[config.mk]
export PLATFORM = sky130hd
export DESIGN_NAME = reorder_buffer
export DESIGN_NICKNAME = d
export VERILOG_FILES = /design/src/rtl/types_pkg.sv /design/src/rtl/rob_retire_sel.sv /design/src/rtl/reorder_buffer.sv
export SDC_FILE = /design/constraint.sdc
export NUM_CORES = 2
export LEC_CHECK = 0
export CAP_MARGIN = 30
export CORE_ASPECT_RATIO = 0.7
export CORE_MARGIN = 4
export CORE_UTILIZATION = 45
export DETAILED_ROUTE_END_ITERATION = 10
export HOLD_SLACK_MARGIN = 0.15
export MAX_ROUTING_LAYER = met4
export PLACE_DENSITY = 0.68
export SLEW_MARGIN = 20
export SYNTH_ARGS = -nofsm -noshare
export SYNTH_HDL_FRONTEND = slang
export SYNTH_SLANG_ARGS = --single-unit
[constraint.sdc]
create_clock -name clk -period 7.9 [get_ports clk]
set_clock_uncertainty 0.05 [all_clocks]
set_input_delay 1.185 -clock clk [delete_from_list [all_inputs] [get_ports clk]]
set_output_delay 1.185 -clock clk [all_outputs]
set_load 0.02 [all_outputs]
[src/rtl/types_pkg.sv]
// Shared types for the out-of-order backend.
// Holds the reorder-buffer sizing constants and entry layout.
package types_pkg;

    localparam int ROB_DEPTH = 32;
    localparam int PREG_W    = 7;
    localparam int PC_W      = 32;

    typedef struct packed {
        logic              valid;
        logic              complete;
        logic [PREG_W-1:0] pd_new;
        logic [PREG_W-1:0] pd_old;
        logic [PC_W-1:0]   pc;
    } rob_entry_t;

endpackage

[src/rtl/rob_retire_sel.sv]
// Retire lane selector: in-order prefix-AND over the head lanes.
// Ports: lane_ok (per-lane ready) -> ret_valid (no gaps), ret_cnt (popcount).
module rob_retire_sel #(
    parameter int RETIRE_W = 2,
    parameter int CNT_W    = 6
) (
    input  logic [RETIRE_W-1:0] lane_ok,
    output logic [RETIRE_W-1:0] ret_valid,
    output logic [CNT_W-1:0]    ret_cnt
);

    logic run;

    always_comb begin
        run       = 1'b1;
        ret_valid = '0;
        ret_cnt   = '0;
        for (int i = 0; i < RETIRE_W; i++) begin
            ret_valid[i] = run & lane_ok[i];
            run          = ret_valid[i];
            ret_cnt      = ret_cnt + CNT_W'(ret_valid[i]);
        end
    end

endmodule

[src/rtl/reorder_buffer.sv]
// Reorder buffer: in-order alloc, out-of-order complete, in-order retire.
// Ports: alloc_* (rename), cpl_* (completion), flush_* (mispredict),
//        ret_* (retire lanes), count/empty/full (occupancy).
module reorder_buffer
    import types_pkg::PC_W;
#(
    parameter int DEPTH    = types_pkg::ROB_DEPTH,
    parameter int PREG_W   = types_pkg::PREG_W,
    parameter int N_CPL    = 3,
    parameter int RETIRE_W = 2,
    localparam int TAG_W   = $clog2(DEPTH)
) (
    input  logic                         clk,
    input  logic                         reset,
    input  logic                         alloc_valid,
    output logic                         alloc_ready,
    input  logic [PREG_W-1:0]            alloc_pd_new,
    input  logic [PREG_W-1:0]            alloc_pd_old,
    input  logic [PC_W-1:0]              alloc_pc,
    output logic [TAG_W-1:0]             alloc_tag,
    input  logic [N_CPL-1:0]             cpl_valid,
    input  logic [N_CPL*TAG_W-1:0]       cpl_tag,
    input  logic                         flush_valid,
    input  logic [TAG_W-1:0]             flush_tag,
    output logic [RETIRE_W-1:0]          ret_valid,
    output logic [RETIRE_W*PREG_W-1:0]   ret_pd_old,
    output logic [RETIRE_W*PREG_W-1:0]   ret_pd_new,
    output logic [RETIRE_W*PC_W-1:0]     ret_pc,
    output logic [TAG_W:0]               count,
    output logic                         empty,
    output logic                         full
);

    localparam int PTR_W = TAG_W + 1;

    logic [PTR_W-1:0]  head_q, head_d;
    logic [PTR_W-1:0]  tail_q, tail_d;
    logic [PTR_W-1:0]  occ;
    logic [DEPTH-1:0]  valid_q, valid_d;
    logic [DEPTH-1:0]  cmpl_q, cmpl_d;
    logic [DEPTH-1:0]  squash;
    logic [PREG_W-1:0] pd_new_q [DEPTH];
    logic [PREG_W-1:0] pd_new_d [DEPTH];
    logic [PREG_W-1:0] pd_old_q [DEPTH];
    logic [PREG_W-1:0] pd_old_d [DEPTH];
    logic [PC_W-1:0]   pc_q [DEPTH];
    logic [PC_W-1:0]   pc_d [DEPTH];

    logic [TAG_W-1:0]    head_idx;
    logic [TAG_W-1:0]    tail_idx;
    logic [TAG_W-1:0]    off_f;
    logic [TAG_W-1:0]    off_j;
    logic [TAG_W-1:0]    cpl_t;
    logic [TAG_W-1:0]    lane_idx [RETIRE_W];
    logic                full_raw;
    logic                flush_ok;
    logic                alloc_fire;
    logic [RETIRE_W-1:0] lane_ok;
    logic [RETIRE_W-1:0] sel_valid;
    logic [PTR_W-1:0]    ret_cnt;

    assign head_idx = head_q[TAG_W-1:0];
    assign tail_idx = tail_q[TAG_W-1:0];
    assign occ      = tail_q - head_q;
    assign full_raw = (occ == PTR_W'(DEPTH));

    assign count       = reset ? '0 : occ;
    assign empty       = (count == '0);
    assign full        = !reset && full_raw;
    assign alloc_ready = !reset && !full_raw && !flush_valid;
    assign alloc_fire  = alloc_valid && alloc_ready;
    assign alloc_tag   = tail_idx;

    // A flush naming a dead slot is stale and must not move tail.
    assign flush_ok = flush_valid && valid_q[flush_tag];
    // Age of the flushing entry relative to head; younger means larger.
    assign off_f    = flush_tag - head_idx;

    always_comb begin
        squash = '0;
        off_j  = '0;
        for (int j = 0; j < DEPTH; j++) begin
            off_j     = TAG_W'(j) - head_idx;
            squash[j] = flush_ok && valid_q[j] && (off_j > off_f);
        end
    end

    always_comb begin
        lane_ok = '0;
        for (int i = 0; i < RETIRE_W; i++) begin
            lane_idx[i] = head_idx + TAG_W'(i);
            // Never retire past the flush point, even if already complete.
            lane_ok[i]  = valid_q[lane_idx[i]]
                       && cmpl_q[lane_idx[i]]
                       && (PTR_W'(i) < occ)
                       && !(flush_ok && (TAG_W'(i) > off_f));
        end
    end

    rob_retire_sel #(
        .RETIRE_W (RETIRE_W),
        .CNT_W    (PTR_W)
    ) u_retire_sel (
        .lane_ok   (lane_ok),
        .ret_valid (sel_valid),
        .ret_cnt   (ret_cnt)
    );

    assign ret_valid = reset ? '0 : sel_valid;

    always_comb begin
        ret_pd_old = '0;
        ret_pd_new = '0;
        ret_pc     = '0;
        for (int i = 0; i < RETIRE_W; i++) begin
            ret_pd_old[i*PREG_W +: PREG_W] = pd_old_q[lane_idx[i]];
            ret_pd_new[i*PREG_W +: PREG_W] = pd_new_q[lane_idx[i]];
            ret_pc[i*PC_W +: PC_W]         = pc_q[lane_idx[i]];
        end
    end

    always_comb begin
        valid_d  = valid_q;
        cmpl_d   = cmpl_q;
        pd_new_d = pd_new_q;
        pd_old_d = pd_old_q;
        pc_d     = pc_q;
        cpl_t    = '0;

        for (int p = 0; p < N_CPL; p++) begin
            cpl_t = cpl_tag[p*TAG_W +: TAG_W];
            if (cpl_valid[p] && valid_q[cpl_t]) begin
                cmpl_d[cpl_t] = 1'b1;
            end
        end

        for (int i = 0; i < RETIRE_W; i++) begin
            if (sel_valid[i]) begin
                valid_d[lane_idx[i]] = 1'b0;
                cmpl_d[lane_idx[i]]  = 1'b0;
            end
        end

        // Squash last so completions to younger entries are dropped.
        valid_d = valid_d & ~squash;
        cmpl_d  = cmpl_d & ~squash;

        if (alloc_fire) begin
            valid_d[tail_idx]  = 1'b1;
            cmpl_d[tail_idx]   = 1'b0;
            pd_new_d[tail_idx] = alloc_pd_new;
            pd_old_d[tail_idx] = alloc_pd_old;
            pc_d[tail_idx]     = alloc_pc;
        end

        head_d = head_q + ret_cnt;
        if (flush_ok) begin
            tail_d = head_q + {1'b0, off_f} + PTR_W'(1);
        end else begin
            tail_d = tail_q + PTR_W'(alloc_fire);
        end
    end

    always_ff @(posedge clk) begin
        if (reset) begin
            head_q  <= '0;
            tail_q  <= '0;
            valid_q <= '0;
            cmpl_q  <= '0;
        end else begin
            head_q  <= head_d;
            tail_q  <= tail_d;
            valid_q <= valid_d;
            cmpl_q  <= cmpl_d;
        end
    end

    // Payload is only meaningful under valid, so it is never reset.
    always_ff @(posedge clk) begin
        pd_new_q <= pd_new_d;
        pd_old_q <= pd_old_d;
        pc_q     <= pc_d;
    end

endmodule

======== Word level (Yosys, flattened, before mapping) ========
Cells that the tools add are included.
Widths: inputs -> output; s select.
storage, ports and cells
  flip-flop bits (word level) ............. 1,548
  input bits .............................. 73
  output and inout bits ................... 108
  logic and storage cells ................. 371
operators by class
  add/sub/neg operators ................... 40
  magnitude comparators ................... 53
  eq/ne operators ......................... 1
  mux-type cells .......................... 65
  bitwise operators ....................... 19
  reduce and logical (&&, ||, !) cells .... 93
operators by type and width
  kind                 count
  $bwmux 1024          1
  $bwmux 224           2
  $mux 32              14
  $bmux 32 s5          2
  $and 32x32->32       7
  $demux 32 s5         1
  $gt 5x5->1           32
  $bmux 7 s5           4
  $not 32->32          4
  $or 32x32->32        4
  $logic_and 1x1->1    87
  $sub 5x5->5 const A  16
  $mux 7               9
  $lt 5x6->1 const B   7
  $bmux 1 s5           8
  $sub 4x5->5 const A  8
  $demux 7 s5          1
  $demux 1 s5          6
  $ge 5x1->1 const B   6
  $sub 3x5->5 const A  4
  $ge 6x6->1 const B   3
  $not 5->6            3
  $mux 1               14
  $lt 1x6->1 const A   2
  18 further kinds     26

======== Logic depth before layout (Yosys ltp) ========
  word-level depth ........................ 17
  mapped depth ............................ 17
  mapped depth without buffers ............ 17

======== Hierarchy ========
Synthesis repeated with hierarchy kept, for this count alone.
unflattened totals
  cell total of the unflattened synthesis .. 3,992
  area, all modules ....................... 76,565.9 um^2
modules (own cells, without submodules)
  module          times used  cells an instance  area an instance (um^2)  seq. area each (um^2)
  reorder_buffer  1           3,982              76,493.4                 45,723.9
  rob_retire_sel  1           10                 72.6                     0.0

======== Worst setup path after synthesis ========
Ideal clock, no wire load.
  path kind ............................... reg2reg
  from .................................... register head_q[3]
  to ...................................... register pc_q[256] (netlist name) (enable)
  setup time .............................. 453 ps
  arrival time ............................ 5,432 ps
  required time ........................... 7,397 ps
  slack ................................... 1,965 ps
  stages on the path, launching flop included .. 12
  path buffers ............................ 4
  clock period less this slack ............ 5,935 ps
  cell sequence ........................... dfxtp_1 > inv_2 > clkbuf_1 > buf_1 > ha_1 > a21boi_1 > a311oi_2 > o21ai_1 > or3_1 > clkbuf_1 > buf_2 > nor2_1
between the ends
  longest elaborated chain between the ends .. 6
ends and longest elaborated chain
  element                          line                   source
  from (decl)                      reorder_buffer.sv:36   logic [PTR_W-1:0] head_q, head_d;
  from (signal assigned)           reorder_buffer.sv:166  head_q <= '0;
  from (signal assigned)           reorder_buffer.sv:171  head_q <= head_d;
  $sub 6x6->6                      reorder_buffer.sv:64   assign occ = tail_q - head_q;
  $eq 6x6->1                       reorder_buffer.sv:65   assign full_raw = (occ == PTR_W'(DEPTH));
  $logic_not 1->1                  reorder_buffer.sv:70   assign alloc_ready = !reset && !full_raw && !flush_valid;
  $logic_and 1x1->1 (2 in series)  reorder_buffer.sv:70
  $logic_and 1x1->1                reorder_buffer.sv:71   assign alloc_fire = alloc_valid && alloc_ready;
  to (signal assigned)             reorder_buffer.sv:182  pc_q <= pc_d;
  to (decl)                        reorder_buffer.sv:46   logic [PC_W-1:0] pc_q [DEPTH];
No other way between the ends.
A chain may end at the register's enable or synchronous reset.

======== Worst setup path in the final report ========
  from .................................... register head_q[0]
  to ...................................... output ret_valid[1]
between the ends
  longest elaborated chain between the ends .. 8
  elaborated cells on any way between the ends .. 27
  those cells by class .................... add/sub: 3; order compare: 4; mux: 9; bitwise: 1; reduce/logical: 10
ends and longest elaborated chain
  element                        line                                        source
  $add 5x1->5                    reorder_buffer.sv:91                        lane_idx[i] = head_idx + TAG_W'(i);
  $bmux 1 s5 (on tied branches)  reorder_buffer.sv:93, reorder_buffer.sv:94
  $mux 1 (on tied branches)      reorder_buffer.sv:93, reorder_buffer.sv:94
  $logic_and 1x1->1              reorder_buffer.sv:94                        && cmpl_q[lane_idx[i]]
  $logic_and 1x1->1              reorder_buffer.sv:95                        && (PTR_W'(i) < occ)
  $logic_and 1x1->1              reorder_buffer.sv:96                        && !(flush_ok && (TAG_W'(i) > off_f));
  $and 1x1->1 (*)                rob_retire_sel.sv:19                        ret_valid[i] = run & lane_ok[i];
  $mux 2 (*)                     reorder_buffer.sv:109                       assign ret_valid = reset ? '0 : sel_valid;
  to (decl)                      reorder_buffer.sv:25                        output logic [RETIRE_W-1:0] ret_valid,
Mark *: on every way between the ends. The rest lies on a longest branch, timed or not. The select of a mux whose other input is x is not followed.

==> flow_summary.json <==
{
  "cp_top_family": "buffers and inverters",
  "ant_nets": 0,
  "maxCapViolCount": 0,
  "ir_drop_mv": 0.1826,
  "arrival_ns": 5.44,
  "synth_top_area_frac": 0.5797,
  "place_area_mm2": 0.08132,
  "end_kind": "output port",
  "ff_latch_area_mm2": 0.04574,
  "area_growth_pct": 13.74,
  "port_buffers": 180,
  "die_area_mm2": 0.1762,
  "min_period_ns": 6.680,
  "critPathLaunchType": "register",
  "syn_area_mm2": 0.07625,
  "timing.setup.tns_ns": 0,
  "finalCritPeriodShare": 0.8455,
  "critPathRequiredTime_ns": 6.66,
  "wl_per_cell_um": 34.74,
  "final_cell_mix": "edfxtp_1 (1,472), mux4_2 (946), nand2_1 (404)",
  "vias_per_cell": 6.856,
  "nets": 4446,
  "synthTopCellsByArea": "edfxtp_1 (58%), mux4_2 (28%), dfxtp_1 (2.0%)",
  "core_area_mm2": 0.1685,
  "grt_util_all_layers": 0.2678,
  "grt_max_degree": 150,
  "setup_viol": 0,
  "crit_chain": "ha_1 > xor2_4 > inv_6 > mux4_2 > nor4_1 > nor4_1 > nand4_1 > nand2_4 > nor2_8 > inv_6 > nor2_1 > clkdlybuf4s50_1",
  "async_flop_share": 0,
  "final_common_cell": "edfxtp_1",
  "placementRows": 126,
  "hold_viol_final": 0,
  "grt_pass1_vias": 43719,
  "antenna_found_initial": 12,
  "power_density_mw_per_mm2": 194.0,
  "dr_total_vias": 45525,
  "synthFlopType": "edfxtp_1",
  "first_pass_iters": 8,
  "cts_max_level": 4,
  "yosysWarnings": 0,
  "fillers": 13249,
  "p_leak_nw": 26.35,
  "first_iter_violations": 6948,
  "crit_path_max_incr_delay_ns": 0.74,
  "cts_made_buffers": 151,
  "initial_core_util": 0.4525,
  "cts-resized-gates": 0,
  "die_w_um": 500.0,
  "synth_top_cell_by_area": "edfxtp_1",
  "relSlewSlack": 0.2351,
  "path_buf_inv": 3,
  "overflow": 0,
  "cpMaxStageDelayCell": "ha_1",
  "clockBufferDepth": 3,
  "insertion_delay_ns": 0.79,
  "hold_buffers": 0,
  "synth_area_per_cell_um2": 18.67,
  "final_area_mm2": 0.08673,
  "worstHoldPathType": "reg -> reg",
  "die_height_um": 352.4,
  "yosysUniqueCellTypes": 86,
  "clkTransAtPathRegs_ns": 0.06,
  "ys_seq_elements": 1548,
  "multiInputGateArea_mm2": 0.02915,
  "synth_edf_count": 1472,
  "pin_count": 181,
  "critical_path_class": "reg -> out",
  "synthCells": 4084,
  "cts_root_buffer": "clkbuf_16",
  "routabilityCongestion": 0.9786,
  "drive_gt1_frac": 0.3249,
  "dp_hpwl_mm": 134.2,
  "worst-path-max-fanout": 48,
  "slew_viol_final": 0,
  "outcome": "complete, no violations",
  "syn_nets": 4260,
  "rsz0062_at_grt": "no",
  "grt_pass1_wl_mm": 329.5,
  "cts.sinks": 1548,
  "fmax_ghz": 0.1497,
  "cts_setup_buffers": 0,
  "totalWireLength_mm": 230.7,
  "yosysSeqAreaShare": 0.5996,
  "tritoncts": "done",
  "tightest_slew_ns": 1.147,
  "drcViolationCount": 0
}
-- Yosys cell counts (5+ instances only) --
master / number
and3_1: 7
a21oi_1: 60
or3_1: 15
nand2_1: 405
o22ai_1: 26
xnor2_1: 26
o21ai_0: 49
o2111ai_1: 5
clkbuf_1: 173
o21ai_2: 12
inv_1: 74
o21bai_1: 8
o31ai_1: 19
o211ai_1: 16
nor3_2: 14
nor2_1: 91
nand3_1: 41
buf_4: 9
a311oi_1: 5
mux4_2: 946
nor3b_1: 12
nand4_1: 7
dfxtp_1: 76
nor3_1: 18
a211oi_1: 9
nand2b_1: 9
o221ai_1: 9
buf_1: 60
a21o_1: 8
a221oi_1: 20
xor2_1: 14
mux2i_1: 29
nand3b_1: 10
nor4_1: 10
nor2b_1: 11
buf_2: 57
inv_2: 5
and2_1: 16
a31oi_1: 28
ha_1: 99
edfxtp_1: 1472
a31o_2: 21
-- stage by stage --
step | utilization | setup WS, ns | total power, mW | cells | hold WS (ns)
finish | 0.5146 | 1.220 | 16.83 | 6640 | 0.5361
global placement | 0.4811 | 1.525 | 9.782 | 6304 | 0.5132
floorplan | - | 1.965 | 9.482 | 4084 | 0.4274
CTS | 0.5111 | 1.175 | 16.89 | 6591 | 0.5408
detailed placement | 0.4825 | 1.487 | 9.795 | 6316 | 0.5246
global route | 0.5146 | 0.9880 | 17.34 | 6640 | 0.5792
-- power by group --
part,leakage (nW),internal [mW],switching (mW)
sequential,13.8,9.00,0.0259
combinational,10.2,0.228,0.402
clock,2.35,4.02,3.15
-- cell type report --
class / instances / area share
timing repair buffer: 338 / 0.04445
antenna: 8 / 0.0002308
clock inverter: 86 / 0.008627
clock buffer: 189 / 0.04693
inverter: 83 / 0.003938
tap: 2240 / 0.03232
sequential: 1548 / 0.5274
multi-input combinational: 2148 / 0.3361
-- worst reg2reg max path, cell delays in order (launching register included) --
cell       delay [ns]
dfxtp_4          0.59
buf_4            0.50
inv_2            0.35
ha_1             0.47
a21oi_1          0.11
a21boi_1         0.26
nor4_1           0.09
a311oi_2         0.28
buf_4            0.22
o2111ai_1        0.21
nand2b_1         0.60
nor2_4           0.72
buf_4            0.61
-- kinds of logic (layout without fill, tap and decap cells) --
kind of cell | count (synthesis) | count (layout) | synth area share
adders and majority gates | 103 | 103 | 0.01729
muxes | 979 | 979 | 0.2846
AOI/OAI and AO/OA | 331 | 331 | 0.03034
and+or+nand+nor | 694 | 694 | 0.04191
xor gates and xnor gates | 41 | 41 | 0.004955
other | 0 | 8 | 0
DFF | 1548 | 1548 | 0.5996
buffers and inverters | 388 | 696 | 0.02128
-- layer usage --
metal,global-route usage,wire [um],up-vias,share of wire
li1,-,-,17740,-
met1,0.3977,94240,24220,0.41
met2,0.3737,102200,3199,0.44
met3,0.06583,28640,366,0.12
met4,0.06651,5668,0,0.025
met5,-,0,-,0
-- path summary, 6_finish.rpt --
check                  startpoint              endpoint  slack, ns  depth (start not counted)
min          head_q[5]$_SDFF_PP0_  head_q[5]$_SDFF_PP0_       0.54                          2
max reg2reg  head_q[2]$_SDFF_PP0_   pc_q[745]$_DFFE_PP_       2.45                         12
min reg2reg  head_q[5]$_SDFF_PP0_  head_q[5]$_SDFF_PP0_       0.54                          2
max          head_q[0]$_SDFF_PP0_          ret_valid[1]       1.22                         12
-- flip-flops by register name, summed over array words and instances (netlist names) --
register and flops:
head_q 6, pd_old_q 224, tail_q 6, valid_q 32, cmpl_q 32, pc_q 1024, pd_new_q 224
No activity file was read; power rests on OpenSTA's default activity.
